$ cat config.mk
export PLATFORM = sky130hd
export DESIGN_NAME = seg_scan_driver
export DESIGN_NICKNAME = d
export VERILOG_FILES = /design/src/rtl/seg_pkg.sv /design/src/rtl/seg_lz_mask.sv /design/src/rtl/seg_scan_driver.sv
export SDC_FILE = /design/constraint.sdc
export NUM_CORES = 1
export LEC_CHECK = 0
export CORE_ASPECT_RATIO = 1.4
export CORE_MARGIN = 2
export CORE_UTILIZATION = 55
export DETAILED_ROUTE_END_ITERATION = 6
export GPL_TIMING_DRIVEN = 0
export PLACE_DENSITY = 0.79
export SLEW_MARGIN = 25
export SYNTH_ARGS = -nofsm -noshare
export SYNTH_HDL_FRONTEND = slang
export SYNTH_HIERARCHICAL = 1
export SYNTH_SLANG_ARGS = --single-unit
$ cat constraint.sdc
create_clock -name clk -period 3.32 [get_ports clk]
set_clock_uncertainty 0.2 [all_clocks]
set_input_delay 0.498 -clock clk [delete_from_list [all_inputs] [get_ports clk]]
set_output_delay 0.498 -clock clk [all_outputs]
set_load 0.1 [all_outputs]
$ cat src/rtl/seg_pkg.sv
// ---------------------------------------------------------------------------
// seg_pkg
// Shared types and constants for the seven-segment scan driver.
//   seg_t        : 7-bit active-low segment pattern, bit0 = a ... bit6 = g
//   SEG_BLANK    : all segments off
//   SEG_HEX_LUT  : hex nibble -> active-low segment pattern
//   seg_encode() : table lookup helper
//   scan_state_e : scan progress (first slot after reset vs running)
// ---------------------------------------------------------------------------
package seg_pkg;

   typedef logic [6:0] seg_t;

   localparam seg_t SEG_BLANK = 7'h7F;

   // Index is the nibble value; entries are the active-low pattern for 0..F.
   localparam seg_t SEG_HEX_LUT [16] = '{
      7'h40, 7'h79, 7'h24, 7'h30, 7'h19, 7'h12, 7'h02, 7'h78,
      7'h00, 7'h18, 7'h08, 7'h03, 7'h46, 7'h21, 7'h06, 7'h0E
   };

   // Scan progress: busy stays low only until the first slot wrap.
   typedef enum logic {
      SCAN_FIRST = 1'b0,
      SCAN_RUN   = 1'b1
   } scan_state_e;

   function automatic seg_t seg_encode(input logic [3:0] nib);
      return SEG_HEX_LUT[nib];
   endfunction

endpackage

$ cat src/rtl/seg_lz_mask.sv
// ---------------------------------------------------------------------------
// seg_lz_mask
// Purely combinational leading-zero detector. A digit is flagged for blanking
// when it and every more-significant digit are zero. Digit 0 is never flagged
// so an all-zero word still shows a single "0".
//   shadow_i : 4*DIGITS-bit hex word, digit 0 in bits [3:0]
//   blank_o  : DIGITS-bit mask, 1 = digit is a leading zero
// ---------------------------------------------------------------------------
module seg_lz_mask #(
   parameter int DIGITS = 8
) (
   input  logic [4*DIGITS-1:0] shadow_i,
   output logic [DIGITS-1:0]   blank_o
);

   logic allZero;

   // Walk from the most significant digit downwards, keeping a running
   // "everything above and including me is zero" flag.
   always_comb begin
      allZero = 1'b1;
      blank_o = '0;
      for (int i = DIGITS - 1; i >= 0; i--) begin
         allZero    = allZero & (shadow_i[4*i +: 4] == 4'h0);
         blank_o[i] = allZero & (i != 0);
      end
   end

endmodule

$ cat src/rtl/seg_scan_driver.sv
// ---------------------------------------------------------------------------
// seg_scan_driver
// Time-multiplexed driver for a common-anode bank of DIGITS seven-segment
// displays. A hex word is captured on a load strobe and scanned one digit per
// SCAN_DIV clocks, with the first DEAD clocks of every slot fully dark to
// prevent ghosting. Optional leading-zero blanking.
//   clk        : system clock
//   reset      : asynchronous, active-high reset
//   value      : hex word, digit i = value[4i+3:4i]
//   load       : single-cycle strobe, captures value
//   lz_blank   : 1 = blank leading zero digits (sampled live)
//   blink_mask : (SEG_SCAN_BLINK_EN only) digits to blink
//   anodes     : active-low one-hot digit enable (registered)
//   segments   : active-low segment pattern (registered)
//   busy       : high once the first slot has completed
// Build option: define SEG_SCAN_BLINK_EN to add blink_mask and a free-running
// 24-bit blink counter; masked digits go blank while counter bit 23 is high.
// ---------------------------------------------------------------------------
module seg_scan_driver
   import seg_pkg::*;
#(
   parameter int DIGITS   = 8,
   parameter int SCAN_DIV = 1000,
   parameter int DEAD     = 4
) (
   input  logic                clk,
   input  logic                reset,
   input  logic [4*DIGITS-1:0] value,
   input  logic                load,
   input  logic                lz_blank,
`ifdef SEG_SCAN_BLINK_EN
   input  logic [DIGITS-1:0]   blink_mask,
`endif
   output logic [DIGITS-1:0]   anodes,
   output logic [6:0]          segments,
   output logic                busy
);

   localparam int CW = (SCAN_DIV > 1) ? $clog2(SCAN_DIV) : 1;
   localparam int IW = (DIGITS > 1) ? $clog2(DIGITS) : 1;

   logic [4*DIGITS-1:0] shadow_q, shadow_d;
   logic [4*DIGITS-1:0] disp_q, disp_d;
   logic [CW-1:0]       slotCnt_q, slotCnt_d;
   logic [IW-1:0]       digitIdx_q, digitIdx_d;
   scan_state_e         state_q, state_d;
   logic [DIGITS-1:0]   anodes_q, anodes_d;
   seg_t                segments_q, segments_d;

   logic                slotWrap;
   logic [DIGITS-1:0]   lzMask;
   logic [3:0]          curNib;
   logic                blinkBlank;
   logic                digitBlank;

   assign slotWrap = (slotCnt_q == CW'(SCAN_DIV - 1));

   // Leading zeros are judged on the word currently being displayed, so a
   // load in the middle of a slot cannot change the lit digit.
   seg_lz_mask #(
      .DIGITS (DIGITS)
   ) u_lz_mask (
      .shadow_i (disp_q),
      .blank_o  (lzMask)
   );

`ifdef SEG_SCAN_BLINK_EN
   logic [23:0] blinkCnt_q;

   // Free-running blink timebase; only reset clears it, load does not.
   always_ff @(posedge clk or posedge reset) begin
      if (reset) begin
         blinkCnt_q <= '0;
      end else begin
         blinkCnt_q <= blinkCnt_q + 24'd1;
      end
   end

   assign blinkBlank = blinkCnt_q[23] & blink_mask[digitIdx_q];
`else
   assign blinkBlank = 1'b0;
`endif

   // State register: everything that sequences the scan plus the pin
   // registers, all cleared to a dark display on reset.
   always_ff @(posedge clk or posedge reset) begin
      if (reset) begin
         shadow_q   <= '0;
         disp_q     <= '0;
         slotCnt_q  <= '0;
         digitIdx_q <= '0;
         state_q    <= SCAN_FIRST;
         anodes_q   <= '1;
         segments_q <= SEG_BLANK;
      end else begin
         shadow_q   <= shadow_d;
         disp_q     <= disp_d;
         slotCnt_q  <= slotCnt_d;
         digitIdx_q <= digitIdx_d;
         state_q    <= state_d;
         anodes_q   <= anodes_d;
         segments_q <= segments_d;
      end
   end

   // Next-state logic. The display copy only refreshes from the shadow on a
   // slot wrap, and it takes the pre-load shadow, so a load coinciding with a
   // wrap shows up one slot later. Pin values are derived from the current
   // counter/index, which gives the one-clock latency to the outputs.
   always_comb begin
      shadow_d   = shadow_q;
      disp_d     = disp_q;
      slotCnt_d  = slotCnt_q + CW'(1);
      digitIdx_d = digitIdx_q;
      state_d    = state_q;
      anodes_d   = '1;
      segments_d = SEG_BLANK;
      curNib     = 4'(disp_q >> {digitIdx_q, 2'b00});
      digitBlank = (lz_blank & lzMask[digitIdx_q]) | blinkBlank;

      if (load) begin
         shadow_d = value;
      end

      if (slotWrap) begin
         slotCnt_d = '0;
         disp_d    = shadow_q;
         if (digitIdx_q == IW'(DIGITS - 1)) begin
            digitIdx_d = '0;
         end else begin
            digitIdx_d = digitIdx_q + IW'(1);
         end
      end

      case (state_q)
         SCAN_FIRST: if (slotWrap) state_d = SCAN_RUN;
         SCAN_RUN:   state_d = SCAN_RUN;
         default:    state_d = SCAN_FIRST;
      endcase

      if (slotCnt_q >= CW'(DEAD)) begin
         anodes_d   = ~(DIGITS'(1) << digitIdx_q);
         segments_d = digitBlank ? SEG_BLANK : seg_encode(curNib);
      end
   end

   assign anodes   = anodes_q;
   assign segments = segments_q;
   assign busy     = (state_q == SCAN_RUN);

endmodule

==> results.sh <==
export IMPL_io_buffers=50
export IMPL_slowest_stage="clkdlybuf4s50_1"
export IMPL_arrival_ns=2.00
export IMPL_worstPathCellList="clkdlybuf4s50_1"
export IMPL_cts_setup_buffers=0
export IMPL_critical_path_class="flop to primary output"
export IMPL_fin_util_pct=67.39
export IMPL_leakage_nw=2.356
export IMPL_reg2regPathDepth=8
export IMPL_start_util_pct=55.75
export IMPL_rsz0062_at_grt="false"
export IMPL_synth_nets=422
export IMPL_synth_largest_area_cell="dfrtp_1"
export IMPL_clk_latency_ns=0.36
export IMPL_wirelength_um=7736
export IMPL_synth_area_sq_um=4268
export IMPL_synthToLayoutAreaGrowth_pct=20.87
export IMPL_startpoint_type="flop"
export IMPL_grt_antenna_before_repair=0
export IMPL_synth_distinct_cells=47
export IMPL_fin_crit_sh_pct=81.28
export IMPL_synth_area_leaders="dfrtp_1, nand2_1, dfstp_2, mux2_2, ha_1"
export IMPL_cts_buffer_depth=2
export IMPL_core_sq_um=7655
export IMPL_num_io_pins=52
export IMPL_synth_seq_cells=93
export IMPL_synth_edf_count=0
export IMPL_htree_levels=3
export IMPL_powerDensity_nw_per_um2=427.8
export IMPL_power_w=0.002207
export IMPL_hp_class="input pin to asynchronous set/reset pin"
export IMPL_cap_violations=0
export IMPL_drive_gt1_share_pct=20.23
export IMPL_synth_ff_type="dfrtp_1"
export IMPL_avgSynthCellArea_sq_um=11.44
export IMPL_worst_ep_required_time_ns=2.62
export IMPL_grt_max_degree=64
export IMPL_wl_per_cell_um=14.33
export IMPL_peakVddDrop_mv=0.3630
export IMPL_vias=2870
export IMPL_drt_first_pass_iters=4
export IMPL_yosys_warnings=6
export IMPL_ys_async_sr_fraction_pct=100.0
export IMPL_finalSetupViolations=0
export IMPL_post_cts_resized=0
export IMPL_viasPerCell=5.315
export IMPL_rows=38
export IMPL_ant_nets=0
export IMPL_yosysSeqAreaShare_pct=54.97
export IMPL_die_h_um=108.2
export IMPL_clkSlewWorstSetupHoldPaths_ns=0.09
export IMPL_drcViolationCount=0
export IMPL_critPathCaptureType="primary output"
export IMPL_gp_congestion=0.8771
export IMPL_finalNonFillerCells=540
export IMPL_max_freq_mhz=370.6
export IMPL_critPathBufInv=1
export IMPL_final_nets=484
export IMPL_antenna_cells=0
export IMPL_grt_pass1_wl_um=13230
export IMPL_synthCells=373
export IMPL_critPathMaxStageDelay_ns=1.12
export IMPL_relSlewSlack_pct=35.40
export IMPL_dp_hpwl_um=5683
export IMPL_cts_buffers=9
export IMPL_cp_max_fo=1
export IMPL_dp_cells=524
export IMPL_final_max_slew_viol_count=0
export IMPL_clockRootBuffer="clkbuf_8"
export IMPL_synth_top_area_share_pct=45.73
export IMPL_fin_tns_setup_ns=0
export IMPL_track_usage_pct=20.46
export IMPL_first_iter_violations=142
export IMPL_die_w_um=78.45
export IMPL_timing_final_hold_violations=0
export IMPL_gr_total_overflow=0
export IMPL_tightest_slew_ns=0.9660
export IMPL_cts_tree="yes"
export IMPL_crit_family="buffers and inverters"
export IMPL_die_area_sq_um=8490
export IMPL_cp_depth=1
export IMPL_grt_pass1_vias=2924
export IMPL_period_minus_slack_ns=2.699
export IMPL_status="finished clean"
export IMPL_hold_buffers=0
export IMPL_cts_sinks=93
## sequential cells by signal, indices dropped and copies added, names as in the netlist
register    flops
anodes          8
busy            1
digitIdx_q      3
disp_q         32
segments        7
shadow_q       32
slotCnt_q      10
## path summary, 6_finish.rpt
kind,slack [ns],endpoint,start
worst max-delay path,0.62,anodes[2],anodes[2]
worst min-delay path,0.26,slotCnt_q[0],reset
worst max register to register,0.67,segments[3],digitIdx_q[0]
worst min register to register,0.28,disp_q[17],shadow_q[17]
max in group asynchronous,2.08,disp_q[27],reset
min in group clk,0.28,disp_q[17],shadow_q[17]
## cell usage in the layout (no fill, tap or decap), drive strengths merged, types with 4 or more instances in the layout
cell,instances
mux4,10
mux2i,4
buf,8
o21ai,6
nand2,112
xor2,4
nor2,11
dfrtp,78
nand3,12
inv,13
clkbuf,21
ha,13
nor4,7
mux2,37
dfstp,15
clkdlybuf4s50,50
## Yosys cell counts (2+ instances only)
cell,number
o211ai_1,3
nand2b_1,3
clkbuf_1,10
a211oi_1,2
mux2i_1,2
dfrtp_1,78
ha_1,13
a21oi_1,3
nand3_1,12
mux4_2,6
nor4_1,5
xnor2_1,3
nor3_1,2
mux2_2,35
xor2_1,4
mux4_1,4
nand2_1,112
mux2_4,2
buf_4,2
o21ai_0,5
and2_1,2
nor2_1,11
buf_1,3
inv_1,12
or3_1,3
dfstp_2,15
## where the power goes
part           total, W  internal, W  switching (W)
registers       0.00120      0.00118      0.0000221
logic          0.000161    0.0000843      0.0000766
clock network  0.000846     0.000466       0.000380
## per-stage QoR
stage	hold WS (ns)	cell area [sq um]	worst slack [ns]
global placement	0.2513	4893	-0.9902
CTS	0.2578	5159	0.5974
floorplan	0.2348	4268	0.2265
finish	0.2553	5159	0.6214
global route	0.2956	5159	0.4902
detailed placement	0.2512	4926	0.7169
## kinds of logic after synthesis
group                    share of synthesized area, %
multiplexers                                    16.89
AND/OR/NAND/NOR                                 16.51
XOR/XNOR                                        1.437
flip-flops                                      54.97
other                                         0.08787
buffers and inverters                           2.931
adder cells (fa/ha/maj)                         3.811
AO/OA/AOI/OAI                                   3.371
## worst register-to-register path: stages, from the launching register on
cell and delay, ns:
dfrtp_1 0.47, buf_6 0.21, mux4_2 0.55, mux2_4 0.32
inv_1 0.10, ha_1 0.27, nor2_1 0.13, a211oi_1 0.06
o31ai_1 0.25
## cell type report
| cell class | count | area (sq um) |
|---|---|---|
| multi-input combinational | 251 | 1797 |
| clock inverter | 5 | 81.33 |
| inverter | 12 | 50.05 |
| tap | 100 | 125.1 |
| clock buffer | 11 | 151.4 |
| timing repair buffer | 51 | 528.0 |
| sequential | 93 | 2346 |
| buffer | 17 | 80.08 |
| fill | 571 | 2496 |
## per-layer routing
metal / vias up / track usage, % / share of wire, %
met4: 0 / 9.524 / 2.2
met2: 67 / 36.15 / 53
met3: 14 / 4.257 / 3.9
li1: 1377 / - / -
met1: 1412 / 23.87 / 41
met5: - / 0 / 0
(Power assumes the default switching activity.)
